===== src/rtl/mem_bus_arbiter.sv =====
// Arbitrates the single memory bus between fetch (IF) and load/store (LS), one transaction at a time.
// Latency: request accept -> mem_req_valid_o 1 cycle; mem_rsp_valid_i -> *_rsp_valid_o 1 cycle.
// Backpressure: requester ready only in IDLE for the winner; mem_req_ready_i stalls REQ with fields held.
module mem_bus_arbiter #(
  parameter int XLEN          = 64,
  parameter int LS_STREAK_MAX = 4,
  parameter int TIMEOUT       = 255
) (
  input  logic              clk,
  input  logic              rst,
  input  logic              if_req_valid_i,
  input  logic [XLEN-1:0]   if_req_addr_i,
  output logic              if_req_ready_o,
  output logic              if_rsp_valid_o,
  output logic [XLEN-1:0]   if_rsp_data_o,
  output logic              if_rsp_err_o,
  input  logic              ls_req_valid_i,
  input  logic [XLEN-1:0]   ls_req_addr_i,
  input  logic              ls_req_write_i,
  input  logic [XLEN-1:0]   ls_req_wdata_i,
  input  logic [XLEN/8-1:0] ls_req_wmask_i,
  output logic              ls_req_ready_o,
  output logic              ls_rsp_valid_o,
  output logic [XLEN-1:0]   ls_rsp_data_o,
  output logic              ls_rsp_err_o,
  output logic              mem_req_valid_o,
  input  logic              mem_req_ready_i,
  output logic [XLEN-1:0]   mem_req_addr_o,
  output logic              mem_req_write_o,
  output logic [XLEN-1:0]   mem_req_wdata_o,
  output logic [XLEN/8-1:0] mem_req_wmask_o,
  input  logic              mem_rsp_valid_i,
  input  logic [XLEN-1:0]   mem_rsp_data_i
);

  localparam int SW = $clog2(LS_STREAK_MAX + 1);
  localparam int TW = $clog2(TIMEOUT + 1);
  localparam int MW = XLEN / 8;

  typedef enum logic [1:0] {S_IDLE, S_REQ, S_WAIT} state_e;

  state_e          state_q, state_d;
  logic            owner_q, owner_d;        // 1 = LS owns the transaction
  logic [XLEN-1:0] addr_q, addr_d;
  logic            write_q, write_d;
  logic [XLEN-1:0] wdata_q, wdata_d;
  logic [MW-1:0]   wmask_q, wmask_d;
  logic [SW-1:0]   streak_q, streak_d;
  logic [TW-1:0]   tmo_q, tmo_d;
  logic            if_rsp_valid_q, if_rsp_valid_d;
  logic [XLEN-1:0] if_rsp_data_q, if_rsp_data_d;
  logic            if_rsp_err_q, if_rsp_err_d;
  logic            ls_rsp_valid_q, ls_rsp_valid_d;
  logic [XLEN-1:0] ls_rsp_data_q, ls_rsp_data_d;
  logic            ls_rsp_err_q, ls_rsp_err_d;
  logic            if_rdy, ls_rdy;
  logic            ls_win, if_win;
  logic            streak_ok;
  logic [TW-1:0]   tmo_inc;
  logic            rsp_fire;
  logic [XLEN-1:0] rsp_data;
  logic            rsp_err;

  // LS wins unless IF is also waiting and LS has used up its streak.
  assign streak_ok = (streak_q < SW'(LS_STREAK_MAX));
  assign ls_win    = ls_req_valid_i && (!if_req_valid_i || streak_ok);
  assign if_win    = if_req_valid_i && !ls_win;
  assign tmo_inc   = tmo_q + TW'(1);

  // Next-state, request capture, streak/timeout counters and response generation.
  always_comb begin
    state_d        = state_q;
    owner_d        = owner_q;
    addr_d         = addr_q;
    write_d        = write_q;
    wdata_d        = wdata_q;
    wmask_d        = wmask_q;
    streak_d       = streak_q;
    tmo_d          = tmo_q;
    if_rsp_valid_d = 1'b0;
    if_rsp_data_d  = if_rsp_data_q;
    if_rsp_err_d   = if_rsp_err_q;
    ls_rsp_valid_d = 1'b0;
    ls_rsp_data_d  = ls_rsp_data_q;
    ls_rsp_err_d   = ls_rsp_err_q;
    if_rdy         = 1'b0;
    ls_rdy         = 1'b0;
    rsp_fire       = 1'b0;
    rsp_data       = '0;
    rsp_err        = 1'b0;
    case (state_q)
      S_IDLE: begin
        if_rdy = if_win;
        ls_rdy = ls_win;
        if (!if_req_valid_i) streak_d = '0;
        if (ls_win) begin
          owner_d = 1'b1;
          addr_d  = ls_req_addr_i;
          write_d = ls_req_write_i;
          wdata_d = ls_req_wdata_i;
          wmask_d = ls_req_wmask_i;
          state_d = S_REQ;
          // ls_win with IF pending implies streak_ok, so this never overshoots.
          if (if_req_valid_i) streak_d = streak_q + SW'(1);
        end else if (if_win) begin
          owner_d  = 1'b0;
          addr_d   = if_req_addr_i;
          write_d  = 1'b0;
          wdata_d  = '0;
          wmask_d  = '0;
          streak_d = '0;
          state_d  = S_REQ;
        end
      end
      S_REQ: begin
        if (mem_req_ready_i) begin
          tmo_d   = '0;
          state_d = S_WAIT;
        end
      end
      S_WAIT: begin
        tmo_d = tmo_inc;
        if (mem_rsp_valid_i) begin
          rsp_fire = 1'b1;
          rsp_data = write_q ? '0 : mem_rsp_data_i;
        end else if (tmo_inc == TW'(TIMEOUT)) begin
          rsp_fire = 1'b1;
          rsp_err  = 1'b1;
        end
        if (rsp_fire) begin
          state_d = S_IDLE;
          if (owner_q) begin
            ls_rsp_valid_d = 1'b1;
            ls_rsp_data_d  = rsp_data;
            ls_rsp_err_d   = rsp_err;
          end else begin
            if_rsp_valid_d = 1'b1;
            if_rsp_data_d  = rsp_data;
            if_rsp_err_d   = rsp_err;
          end
        end
      end
      default: state_d = S_IDLE;
    endcase
  end

  // State and datapath registers; reset discards any in-flight transaction.
  always_ff @(posedge clk or negedge rst) begin
    if (!rst) begin
      state_q        <= S_IDLE;
      owner_q        <= 1'b0;
      addr_q         <= '0;
      write_q        <= 1'b0;
      wdata_q        <= '0;
      wmask_q        <= '0;
      streak_q       <= '0;
      tmo_q          <= '0;
      if_rsp_valid_q <= 1'b0;
      if_rsp_data_q  <= '0;
      if_rsp_err_q   <= 1'b0;
      ls_rsp_valid_q <= 1'b0;
      ls_rsp_data_q  <= '0;
      ls_rsp_err_q   <= 1'b0;
    end else begin
      state_q        <= state_d;
      owner_q        <= owner_d;
      addr_q         <= addr_d;
      write_q        <= write_d;
      wdata_q        <= wdata_d;
      wmask_q        <= wmask_d;
      streak_q       <= streak_d;
      tmo_q          <= tmo_d;
      if_rsp_valid_q <= if_rsp_valid_d;
      if_rsp_data_q  <= if_rsp_data_d;
      if_rsp_err_q   <= if_rsp_err_d;
      ls_rsp_valid_q <= ls_rsp_valid_d;
      ls_rsp_data_q  <= ls_rsp_data_d;
      ls_rsp_err_q   <= ls_rsp_err_d;
    end
  end

  // Readies are forced low while reset is asserted so every output reads 0.
  assign if_req_ready_o  = rst & if_rdy;
  assign ls_req_ready_o  = rst & ls_rdy;
  assign mem_req_valid_o = (state_q == S_REQ);
  assign mem_req_addr_o  = addr_q;
  assign mem_req_write_o = write_q;
  assign mem_req_wdata_o = wdata_q;
  assign mem_req_wmask_o = wmask_q;
  assign if_rsp_valid_o  = if_rsp_valid_q;
  assign if_rsp_data_o   = if_rsp_data_q;
  assign if_rsp_err_o    = if_rsp_err_q;
  assign ls_rsp_valid_o  = ls_rsp_valid_q;
  assign ls_rsp_data_o   = ls_rsp_data_q;
  assign ls_rsp_err_o    = ls_rsp_err_q;

endmodule

===== config.mk =====
export PLATFORM = sky130hd
export DESIGN_NAME = mem_bus_arbiter
export DESIGN_NICKNAME = d
export VERILOG_FILES = /design/src/rtl/mem_bus_arbiter.sv
export SDC_FILE = /design/constraint.sdc
export NUM_CORES = 1
export LEC_CHECK = 0
export ABC_AREA = 1
export BUFFER_PORTS_ARGS = -buffer_cell sky130_fd_sc_hd__buf_2
export CELL_PAD_IN_SITES_DETAIL_PLACEMENT = 0
export CELL_PAD_IN_SITES_GLOBAL_PLACEMENT = 1
export CORE_ASPECT_RATIO = 0.5
export CORE_MARGIN = 3
export CORE_UTILIZATION = 35
export CTS_CLUSTER_DIAMETER = 50
export DETAILED_ROUTE_END_ITERATION = 10
export GPL_TIMING_DRIVEN = 0
export PLACE_DENSITY_LB_ADDON = 0.2
export SETUP_SLACK_MARGIN = 0.3
export SYNTH_ARGS = -nofsm -noshare
export SYNTH_HDL_FRONTEND = slang
export SYNTH_SLANG_ARGS = --single-unit
export TNS_END_PERCENT = 100

===== constraint.sdc =====
create_clock -name clk -period 4.6 [get_ports clk]
set_clock_uncertainty 0.15 [all_clocks]
set_input_delay 0.23 -clock clk [delete_from_list [all_inputs] [get_ports clk]]
set_output_delay 0.23 -clock clk [all_outputs]
set_load 0.01 [all_outputs]

Word-level counts from Yosys, hierarchy flattened. Cells that the tools add are included.

Add/sub/neg operators: 2. Order comparisons: 1. Eq/ne operators: 6. Muxes and demuxes: 34. Bitwise logic cells: 3. Reduce and logical (&&, ||, !) cells: 13.

Operators with widths (number): $mux 64 (6); $mux 8 (3); $pmux 8 s2 (1); $mux 1 (15); $mux 3 (4); $reduce_and 3->1 (3); $add 8x1->8 const B (1); $eq 8x8->1 const B (1); $mux 2 (4); $pmux 2 s3 (1); $reduce_and 2->1 (2); $reduce_bool 2->1 (2); $add 3x1->3 const B (1); $lt 3x3->1 const B (1); $ne 3x3->1 const B (1); $and 1x1->1 (2); $eq 2x1->1 const B (1); $eq 2x2->1 const B (1); $logic_and 1x1->1 (2); $logic_not 1->1 (2); $logic_not 2->1 (1); $ne 2x1->1 const B (1); $ne 2x2->1 const B (1); $logic_or 1x1->1 (1); $not 1->1 (1).

Register bits: 283. Input bits: 271. Output and inout port bits: 272. Word-level logic and storage cells: 73.

Longest topological paths before layout. Gate-level depths: netlist of the first run.

Depth after elaboration: 8. Gate-level depth with buffers: 14. Mapped depth without buffers: 12.

Worst setup path before layout of the first run. OpenSTA, ideal clock, no wires.

Path kind: flip-flop to flip-flop. Start point: reg tmo_q[1]. End point: reg if_rsp_data_q[24] (netlist: if_rsp_data_o[24]). Setup time: 0.117 ns. Arrival time: 1.670 ns. Required time: 4.333 ns. Path slack: 2.663 ns. Stages on the path, launching flop included: 14. Path buffers: 2. Clock period less this slack: 1.937 ns. Cells stage by stage: dfrtp_1 ha_1 nand3_1 nand2_1 nand2_1 nand3_1 nor2_1 nand2_1 nand2_2 nand3_1 buf_4 buf_6 nand2_1 nand2_1.

Cells in the longest elaborated chain, start to end: 6.

RTL lines: start: declaration (RTL line 49) `logic [TW-1:0] tmo_q, tmo_d;`; start signal: assignment (RTL line 172) `tmo_q <= tmo_d;`; $add 8x1->8 (RTL line 68) `assign tmo_inc = tmo_q + TW'(1);`; $eq 8x8->1 (RTL line 126) `end else if (tmo_inc == TW'(TIMEOUT)) begin`; $mux 1 (RTL line 126); $mux 1 (RTL line 123) `if (mem_rsp_valid_i) begin`; $mux 1 (RTL line 91) `case (state_q)`; $reduce_and 3->1 (no source line); end signal: assignment (RTL line 174) `if_rsp_data_q <= if_rsp_data_d;`; end: declaration (RTL line 51) `logic [XLEN-1:0] if_rsp_data_q, if_rsp_data_d;`.

No other way between the ends. The select of a mux whose other input is x is not followed. A chain may end at the register's enable or synchronous reset.

Final worst setup path of the first run.
Start point: reg state_q[0]. End point: reg addr_q[48] (netlist: mem_req_addr_o[48]).

Cells in the longest elaborated chain, start to end: 2.

RTL lines: start: declaration (RTL line 42) `state_e state_q, state_d;`; start signal: assignment (RTL line 165) `state_q <= state_d;`; $logic_not 2->1 (RTL line 91); $reduce_and 2->1 (no source line); end signal: assignment (RTL line 167) `addr_q <= addr_d;`; end: declaration (RTL line 44) `logic [XLEN-1:0] addr_q, addr_d;`.

No other way between the ends.

==> impl_summary.txt, run 1 <==
----------------------------------------------------
[Yosys]
  Post-synth top area share ... 57.32%
  Yosys Warn Count ... 0
  Main combinational cell family by area after synthesis ... simple AND/OR/NAND/NOR gates
  Compound-cell area share of the yosys netlist ... 4.051%
  Dominant cell type by area after synthesis ... dfrtp_1
  Seq/Total Area, Yosys ... 57.32%
  Count of mapped cells out of synthesis ... 1,483
  Share of cell area taken by muxes after synthesis ... 0.08102%
  Top cells by area, synth ... dfrtp_1 57%, nand2_1 17%, nand4_1 6.7%
  Synthesized-area fraction occupied by adder cells ... 0.3038%
  Post-synthesis instance area ... 12,350 um^2
  Nets in the synthesized netlist ... 1,757
  Flops & latches, synth ... 283
  Unique cell type count in the Yosys netlist ... 23
  Syn Area/Cell ... 8.331 um^2
  Simple-gate portion of the synthesized area ... 31.40%
  Synthesized-area fraction occupied by xor and xnor cells ... 0%

[Die]
  Top-Level Pins ... 543
  Number of standard-cell rows in the floorplan ... 47
  Placeable core area ... 33,930 um^2
  Overall die height ... 138.9 um
  Die Footprint ... 37,730 um^2
  Effective utilization at floorplan ... 36.41%
  Horizontal die dimension ... 271.7 um

[Critical path]
  Endpoint of the lowest-slack register-to-register path ... mem_req_addr_o[48]
  Worst path arrival time ... 3320 ps
  Type of destination of the critical path ... flip-flop
  Critical path data required time ... 4890 ps
  Slack of the worst reg-to-reg path ... 1570 ps
  Reg-to-reg critical path startpoint ... state_q[0]
  Nature of the critical path startpoint ... flip-flop
  R2R cell count ... 7
  Highest fanout seen on the critical path ... 10
  Critical path start-end classification ... flip-flop to flip-flop

[Placed design]
  Half-perimeter wire length of the detailed placement result ... 34,860 um
  I/O Buffers ... 542
  Cell area reported after detailed placement ... 15,710 um^2
  Last weighted congestion value of the routability-driven placer ... 0.9139

[Routing]
  Count of TritonRoute iterations in the first routing pass ... 5
  Post-detailed-route via-to-cell ratio ... 4.843
  Total vias in the final route ... 13,640
  Number of remaining DRC errors ... 0
  Number of DRC violations after detailed-routing iteration 0 ... 962
  Post-Route WL ... 49,580 um
  Remaining number of nets flagged by the antenna check after routing ... 0
  Wire length per cell after detailed routing ... 17.61 um

[Power and ir drop]
  VDD IR-drop max ... 0.3463 mV
  Standby leakage power ... 10.64 nW
  Power Dens Cells ... 585.4 nW/um^2

[Timing]
  Final period demand of the worst path ... 3026 ps
  Hold Vio Cnt, Final ... 0
  Setup tns final ... 0 ps
  Number of max-slew violations in the final report ... 0
  Transition time at the pin with the least slew margin ... 802.8 ps
  Final worst path period share ... 65.77%
  Setup repair after global routing missed its margin ... no
  Rel. slew slack ... 46.48%
  Final-report setup violation count ... 0
  FMAX ... 330.5 MHz

[Run status]
  Status ... finished, final reports clean

[GRT]
  Wire length of the first global-routing pass ... 77,720 um
  Gr usage total ... 25.57%
  Antenna violations before repair ... 3
  Maximum number of pins on one net before global-route repair ... 113
  Number of global-route vias before repair ... 13,970
  GRT overflow ... 0

[Clock network]
  Clock network latency to the later pin of the worst-skew pair ... 550 ps
  # clock sinks ... 283
  Master cell of the clock root buffer ... clkbuf_16
  Clk slew on worst S/H paths ... 70 ps
  CTS Hold Buffers Added ... 271
  Total clock buffers created by CTS ... 28
  Number of gates resized after CTS ... 0
  Max Buffers Root-to-Sink ... 3
  Setup repair bufs after CTS ... 0
  CTS tree ... yes
  Level count of the clock H-tree ... 1

[Layout]
  Final Core Density ... 57.18%
  Share of cells above drive strength 1 ... 26.69%
  Post-layout nets ... 2,602
  Final design instance area without fill ... 19,400 um^2
  Area added between synthesis and finish ... 57.06%

[Run]
  Max-capacitance violation count ... 0

[Hold path]
  Path class of the lowest-slack min-delay path ... input pin to async pin

----------------------------------------------------
## area by class of cell
cell class / count / area, um^2
fillers: 3201 / 14530
flip-flops and latches: 283 / 7082
repair buffers: 815 / 5490
multi-input cells: 1001 / 4427
clock buffers: 38 / 819.5
well taps: 465 / 581.8
plain buffers: 113 / 523.0
inverters: 86 / 322.8
clock inverters: 13 / 152.6
diodes: 2 / 5.005
## state kept, by name, summed over array words and instances, names as in the netlist
name and count:
tmo_q 8, mem_req_write_o 1, owner_q 1, if_rsp_valid_o 1, streak_q 3, if_rsp_err_o 1, ls_rsp_err_o 1, state_q 2
ls_rsp_valid_o 1, if_rsp_data_o 64, mem_req_addr_o 64, ls_rsp_data_o 64, mem_req_wdata_o 64, mem_req_wmask_o 8
## metrics by stage
step | instances | setup WS, ps | power [mW] | hold WS (ps)
2_1_floorplan | 1483 | 2663 | 6.194 | -215.6
3_3_place_gp | 2490 | -2457 | 8.196 | 277.7
3_5_place_dp | 2492 | 1982 | 8.235 | 194.2
4_1_cts | 2814 | 1503 | 11.37 | 187.1
5_1_grt | 2816 | 1240 | 12.11 | 286.5
6_report | 2816 | 1574 | 11.36 | 215.6
## layout by cell type, fill, tap and decap left out, types with 64 or more instances in the layout
master         netlist  final
nand3_1             79     79
clkbuf_1            68     71
a31oi_1             64     64
dfrtp_1            283    283
buf_2               19    560
nand2_1            562    562
nand4_1            133    133
dlygate4sd3_1        0    271
inv_1               85     85
nor2_1             137    137
## cells by family (layout without fill, tap and decap cells)
family | after synthesis | in the layout
buffers and inverters | 199 | 1065
other | 0 | 2
flip-flops | 283 | 283
AO/OA/AOI/OAI | 82 | 82
multiplexers | 1 | 1
adder cells (fa/ha/maj) | 3 | 3
AND/OR/NAND/NOR | 915 | 915
## cells in the mapped netlist
master / count
a31oi_1: 64
buf_1: 14
buf_2: 19
buf_4: 4
buf_6: 8
clkbuf_1: 68
dfrtp_1: 283
ha_1: 3
inv_1: 85
inv_2: 1
mux2i_1: 1
nand2_1: 562
nand2_2: 1
nand3_1: 79
nand3_2: 1
nand4_1: 133
nor2_1: 137
nor2_2: 1
nor3_1: 1
o21ai_0: 10
o21ai_1: 2
o22ai_1: 4
o31ai_1: 2
## per-layer routing
layer / part of all wire [%] / up-vias / routed length (um) / track usage, %
li1: - / 6536 / - / -
met1: 42 / 6546 / 20880 / 32.71
met3: 4.4 / 114 / 2173 / 3.475
met2: 50 / 439 / 24780 / 45.04
met4: 3.5 / 2 / 1734 / 8.117
met5: 0.014 / - / 7 / 0
## critical path: stages, from the launching register on
cell,delay [ps]
dfrtp_1,430
nor2_1,400
nand2_1,210
nand2_1,240
buf_2,260
clkbuf_1,450
a31oi_1,170
dlygate4sd3_1,610
## worst max path at each step
stage,start,end,cells after the start
after detailed placement,state_q[1],ls_rsp_data_o[61],6
after floorplan,tmo_q[1],if_rsp_data_o[24],13
after global placement,rst,mem_req_wdata_o[18],1
final,state_q[0],mem_req_addr_o[48],7
after global routing,state_q[0],mem_req_addr_o[26],7
after CTS,state_q[0],mem_req_addr_o[51],7
## power breakdown
part	internal [mW]	total, mW	switching [mW]
combinational	1.98	4.90	2.92
clock	1.42	2.45	1.03
sequential	3.46	4.01	0.549
(Power assumes the default switching activity.)
==> run 2: changes to the inputs <==
Settings changed: CORE_UTILIZATION 35 to 34.
Clock period 4.6 ns to 3 ns, I/O delays scaled along.
==> run 2 against run 1 <==
Against the previous run: the flow now finishes with violations (negative hold slack); via count fell by 0.91%; wire length decreased by 0.63%; cell count is 0.43% higher; setup slack worse by 1100 ps; critical path depth unchanged; design area increased by 0.39%; largest power group unchanged; register-to-register slack worse by 1000 ps.
==> impl_summary.txt, run 2 (synthesis gave the netlist of run 1 again) <==
----------------------------------------------------
[Die]
  Top-Level Pins ... 543
  Overall die height ... 140.8 um
  Effective utilization at floorplan ... 35.16%
  Die Footprint ... 38,800 um^2
  Horizontal die dimension ... 275.6 um
  Placeable core area ... 35,130 um^2
  Number of standard-cell rows in the floorplan ... 48

[Clock network]
  CTS tree ... yes
  Setup repair bufs after CTS ... 0
  Max Buffers Root-to-Sink ... 3
  Clock network latency to the later pin of the worst-skew pair ... 560 ps
  Clk slew on worst S/H paths ... 70 ps
  # clock sinks ... 283
  Total clock buffers created by CTS ... 30
  Level count of the clock H-tree ... 1
  Master cell of the clock root buffer ... clkbuf_16

[Routing]
  Total vias in the final route ... 13,510
  Remaining number of nets flagged by the antenna check after routing ... 0
  Post-detailed-route via-to-cell ratio ... 4.778
  Count of TritonRoute iterations in the first routing pass ... 5
  Wire length per cell after detailed routing ... 17.42 um
  Number of DRC violations after detailed-routing iteration 0 ... 754
  Post-Route WL ... 49,270 um
  Number of remaining DRC errors ... 0

[Run status]
  Violated checks ... negative hold slack
  Status ... complete, but fails checks

[GRT]
  Gr usage total ... 24.73%
  Antenna violations before repair ... 1
  GRT overflow ... 0
  Maximum number of pins on one net before global-route repair ... 103
  Wire length of the first global-routing pass ... 76,020 um
  Number of global-route vias before repair ... 13,920

[Layout]
  Commonest non-fill, non-tap cell in the layout ... nand2_1
  Share of cells above drive strength 1 ... 26.87%
  Area added between synthesis and finish ... 57.67%
  Most used cells in the layout excluding fill and tap cells ... 562 x nand2_1, 560 x buf_2, 283 x dfrtp_1
  Area occupied by registers ... 7082 um^2
  Area taken by multi-input logic gates ... 4427 um^2
  Non-filler instance count after layout ... 2,828
  Post-layout nets ... 2,604
  Total of fill cells in the finished design ... 3,333

[Critical path]
  Slack of the worst reg-to-reg path ... 560 ps
  Highest fanout seen on the critical path ... 10
  Critical path start-end classification ... flip-flop to primary output
  Worst path arrival time ... 2180 ps
  Endpoint of the lowest-slack register-to-register path ... streak_q[2]
  Nature of the critical path startpoint ... flip-flop
  Type of destination of the critical path ... primary output
  R2R cell count ... 5
  Reg-to-reg critical path startpoint ... state_q[0]
  Critical path data required time ... 2700 ps
  Launching instance or port of the critical path ... streak_q[2]

[Timing]
  Final-report setup violation count ... 0
  Hold Vio Cnt, Final ... 2
  Final worst path period share ... 82.76%
  Transition time at the pin with the least slew margin ... 789.9 ps
  Rel. slew slack ... 47.34%
  FMAX ... 402.8 MHz
  Hold_ws ... -0.1715 ps
  Setup repair after global routing missed its margin ... yes
  Number of max-slew violations in the final report ... 0
  Worst setup margin ... 517.1 ps
  Setup tns final ... 0 ps
  Final period demand of the worst path ... 2483 ps

[Hold path]
  Path class of the lowest-slack min-delay path ... input pin to async pin

[Power and ir drop]
  Standby leakage power ... 10.72 nW
  Total power consumption of the routed design ... 16.78 mW
  Power Dens Cells ... 861.4 nW/um^2
  VDD IR-drop max ... 0.4001 mV

[Placed design]
  Half-perimeter wire length of the detailed placement result ... 35,000 um
  Last weighted congestion value of the routability-driven placer ... 0.8645
  Cell Count Post-Placement ... 2,502
  Setup WS pre-CTS ... 473.6 ps
  I/O Buffers ... 542

[Run]
  Max-capacitance violation count ... 0

----------------------------------------------------
## run 2: worst max-delay path by stage
stage / end / slack (ps) / cells after the start
finish: if_req_ready_o / 520 / 7
global route: if_req_ready_o / 290 / 7
CTS: if_req_ready_o / 350 / 6
detailed placement: if_rsp_data_o[1] / 470 / 6
global placement: mem_req_wdata_o[33] / -4020 / 1
floorplan: if_rsp_data_o[24] / 1060 / 13
## run 2: through the flow
step	util, %	instance area (um^2)	hold slack [ps]
finish	55.44	19480	-0.1715
floorplan	-	12350	-295.6
detailed placement	44.76	15730	83.90
global route	55.44	19480	49.91
CTS	55.42	19470	82.76
global placement	44.58	15660	191.3
## run 2: where the power goes
part | switching (mW) | leakage [nW] | internal (mW) | total, mW
sequential | 0.832 | 3.62 | 5.31 | 6.14
clock | 1.63 | 0.511 | 2.28 | 3.91
combinational | 4.34 | 6.58 | 2.40 | 6.73
total | 6.79 | 10.7 | 9.98 | 16.8
## run 2: area by class of cell
type | count | share of cell area [%]
diodes | 1 | 0.01285
multi-input cells | 1001 | 22.73
clock inverters | 11 | 0.6102
flip-flops and latches | 283 | 36.36
repair buffers | 815 | 28.21
well taps | 475 | 3.051
plain buffers | 113 | 2.698
clock buffers | 43 | 4.676
inverters | 86 | 1.657
## run 2: repair_timing
item	CTS	global route
endpoints found under the hold margin	374	0
hold buffers	271	0
pin swaps	0	0
endpoints found under the setup margin	1	8
resized for setup	1	3
## run 2: critical path, stage by stage, from the launching register on
cell and delay [ps]:
dfrtp_1 400, nand2_1 70, nand2_1 70, inv_1 110
clkbuf_2 320, clkbuf_1 410, nor3_1 90, buf_2 170
## run 2: metal layers
metal	wire length, um	vias to the layer above	track usage (%)	share of wire, %
met4	2054	0	9.570	4.2
met2	24620	398	43.57	50
li1	-	6521	-	-
met1	20420	6465	30.41	41
met3	2171	129	4.099	4.4
met5	0	-	0	0
==> run 3: changes to the inputs <==
Settings changed: CORE_UTILIZATION 34 to 30.
Clock period 3 ns to 2.13 ns, I/O delays scaled along.
==> run 3 against run 2 <==
Against the previous run: the run still ends with negative hold slack left; highest routed layer unchanged; sequential power up 41%; cell count rose by 2.9%; sequential cell count unchanged.
==> impl_summary.txt, run 3 (synthesis gave the netlist of run 1 again) <==
----------------------------------------------------
[Run]
  Max-capacitance violation count ... 0

[Placed design]
  Setup WS pre-CTS ... -499.6 ps
  Cell Count Post-Placement ... 2,557
  Cell area reported after detailed placement ... 15,830 um^2
  I/O Buffers ... 542
  Last weighted congestion value of the routability-driven placer ... 0.9002
  Half-perimeter wire length of the detailed placement result ... 37,250 um

[Critical path]
  Endpoint of the lowest-slack register-to-register path ... ls_rsp_data_o[62]
  R2R cell count ... 12
  Worst path slowest cell ... dfrtp_2
  Critical path start-end classification ... flip-flop to flip-flop
  Reg-to-reg critical path startpoint ... tmo_q[1]
  Maximum single-stage delay on the critical path ... 410 ps
  Critical path, cell by cell ... ha_4 > nand3_4 > o21ai_2 > nand2_1 > nor2_1 > nand2_1 > nand2_4 > nand3_4 > buf_12 > clkbuf_16 > nand2_1 > nand2_1
  Worst path arrival time ... 2380 ps
  Critical path data required time ... 2430 ps
  Type of destination of the critical path ... flip-flop
  Cell seen most often among critical-path stages ... nand2_1
  Slack of the worst reg-to-reg path ... 40 ps
  Highest fanout seen on the critical path ... 6
  Nature of the critical path startpoint ... flip-flop

[Timing]
  FMAX ... 479.5 MHz
  Transition time at the pin with the least slew margin ... 730.9 ps
  Worst setup margin ... 44.66 ps
  Setup tns final ... 0 ps
  Setup repair after global routing missed its margin ... yes
  Hold Vio Cnt, Final ... 280
  Final period demand of the worst path ... 2085 ps
  Number of max-slew violations in the final report ... 0
  Final worst path period share ... 97.90%
  Final-report setup violation count ... 0
  Hold_ws ... -727.6 ps
  Rel. slew slack ... 51.27%

[Layout]
  Commonest non-fill, non-tap cell in the layout ... nand2_1
  Final design instance area without fill ... 20,220 um^2
  Most used cells in the layout excluding fill and tap cells ... 552 x nand2_1, 551 x buf_2, 280 x dfrtp_1
  Non-filler instance count after layout ... 2,909
  Final Core Density ... 50.86%
  Post-layout nets ... 2,627
  Area added between synthesis and finish ... 63.65%
  Share of cells above drive strength 1 ... 30.60%

[Routing]
  Wire length per cell after detailed routing ... 17.88 um
  Count of TritonRoute iterations in the first routing pass ... 5
  Post-detailed-route via-to-cell ratio ... 4.657
  Total vias in the final route ... 13,550
  Post-Route WL ... 52,010 um
  Remaining number of nets flagged by the antenna check after routing ... 0
  Number of DRC violations after detailed-routing iteration 0 ... 774
  Number of remaining DRC errors ... 0

[Die]
  Placeable core area ... 39,750 um^2
  Overall die height ... 149.5 um
  Top-Level Pins ... 543
  Number of standard-cell rows in the floorplan ... 51
  Die Footprint ... 43,800 um^2
  Effective utilization at floorplan ... 31.08%
  Horizontal die dimension ... 293.0 um

[Clock network]
  Total clock buffers created by CTS ... 30
  Master cell of the clock root buffer ... clkbuf_16
  # clock sinks ... 283
  Clock network latency to the later pin of the worst-skew pair ... 570 ps
  CTS Hold Buffers Added ... 273
  CTS tree ... yes
  Max Buffers Root-to-Sink ... 3
  Clk slew on worst S/H paths ... 70 ps
  Level count of the clock H-tree ... 1

[Power and ir drop]
  Total power consumption of the routed design ... 24.19 mW
  VDD IR-drop max ... 0.6329 mV
  Power Dens Cells ... 1197 nW/um^2
  Standby leakage power ... 11.08 nW

[GRT]
  Maximum number of pins on one net before global-route repair ... 100
  Gr usage total ... 23.08%
  Wire length of the first global-routing pass ... 79,290 um
  Antenna violations before repair ... 2
  GRT overflow ... 0
  Number of global-route vias before repair ... 14,010

[Run status]
  Violated checks ... negative hold slack
  Status ... complete, but fails checks

[Hold path]
  Path class of the lowest-slack min-delay path ... input pin to async pin

----------------------------------------------------
## run 3: how the worst max path moves through the flow
| stage | startpoint | endpoint | slack [ps] |
|---|---|---|---|
| after floorplan | tmo_q[1] | if_rsp_data_o[24] | 250 |
| after global routing | tmo_q[0] | if_rsp_data_o[37] | -100 |
| after global placement | rst | mem_req_wdata_o[18] | -4960 |
| after CTS | tmo_q[1] | ls_rsp_data_o[40] | 80 |
| after detailed placement | state_q[1] | ls_rsp_data_o[62] | -500 |
| final | tmo_q[1] | ls_rsp_data_o[62] | 40 |
## run 3: where the power goes
part           switching, mW  internal, mW
clock network           2.31          3.16
registers               1.19          7.48
logic                   6.26          3.79
## run 3: what timing repair did
item,CTS,global route
resized for setup,65,113
endpoints found under the hold margin,373,280
setup endpoints to repair,283,279
buffers inserted,9,11
pin swaps,2,5
cloned,0,2
## run 3: per-layer routing
layer / vias to the layer above / GRT usage (%) / share of wire, %
met5: - / 0 / 0
met4: 0 / 8.584 / 4.1
met3: 131 / 3.915 / 4.1
met2: 353 / 40.48 / 50
met1: 6471 / 28.78 / 41
li1: 6591 / - / -
## run 3: layout make-up
class                           instances  area [um^2]
Tap cell                              530        663.1
Timing Repair Buffer                  839         5767
Buffer                                112        795.8
Clock buffer                           45        898.4
Antenna cell                            3        7.507
Sequential cell                       283         7086
Fill cell                            3935        19540
Multi-Input combinational cell       1001         4553
Clock inverter                         10        116.4
Inverter                               86        331.6
## run 3: worst max-delay path: cells and delay by family (launching register included)
| family | cells | cell delay, ps |
|---|---|---|
| AOI/OAI and AO/OA | 1 | 130 |
| adders and majority gates | 1 | 190 |
| buffers and inverters | 2 | 310 |
| DFF | 1 | 410 |
| and+or+nand+nor | 8 | 760 |
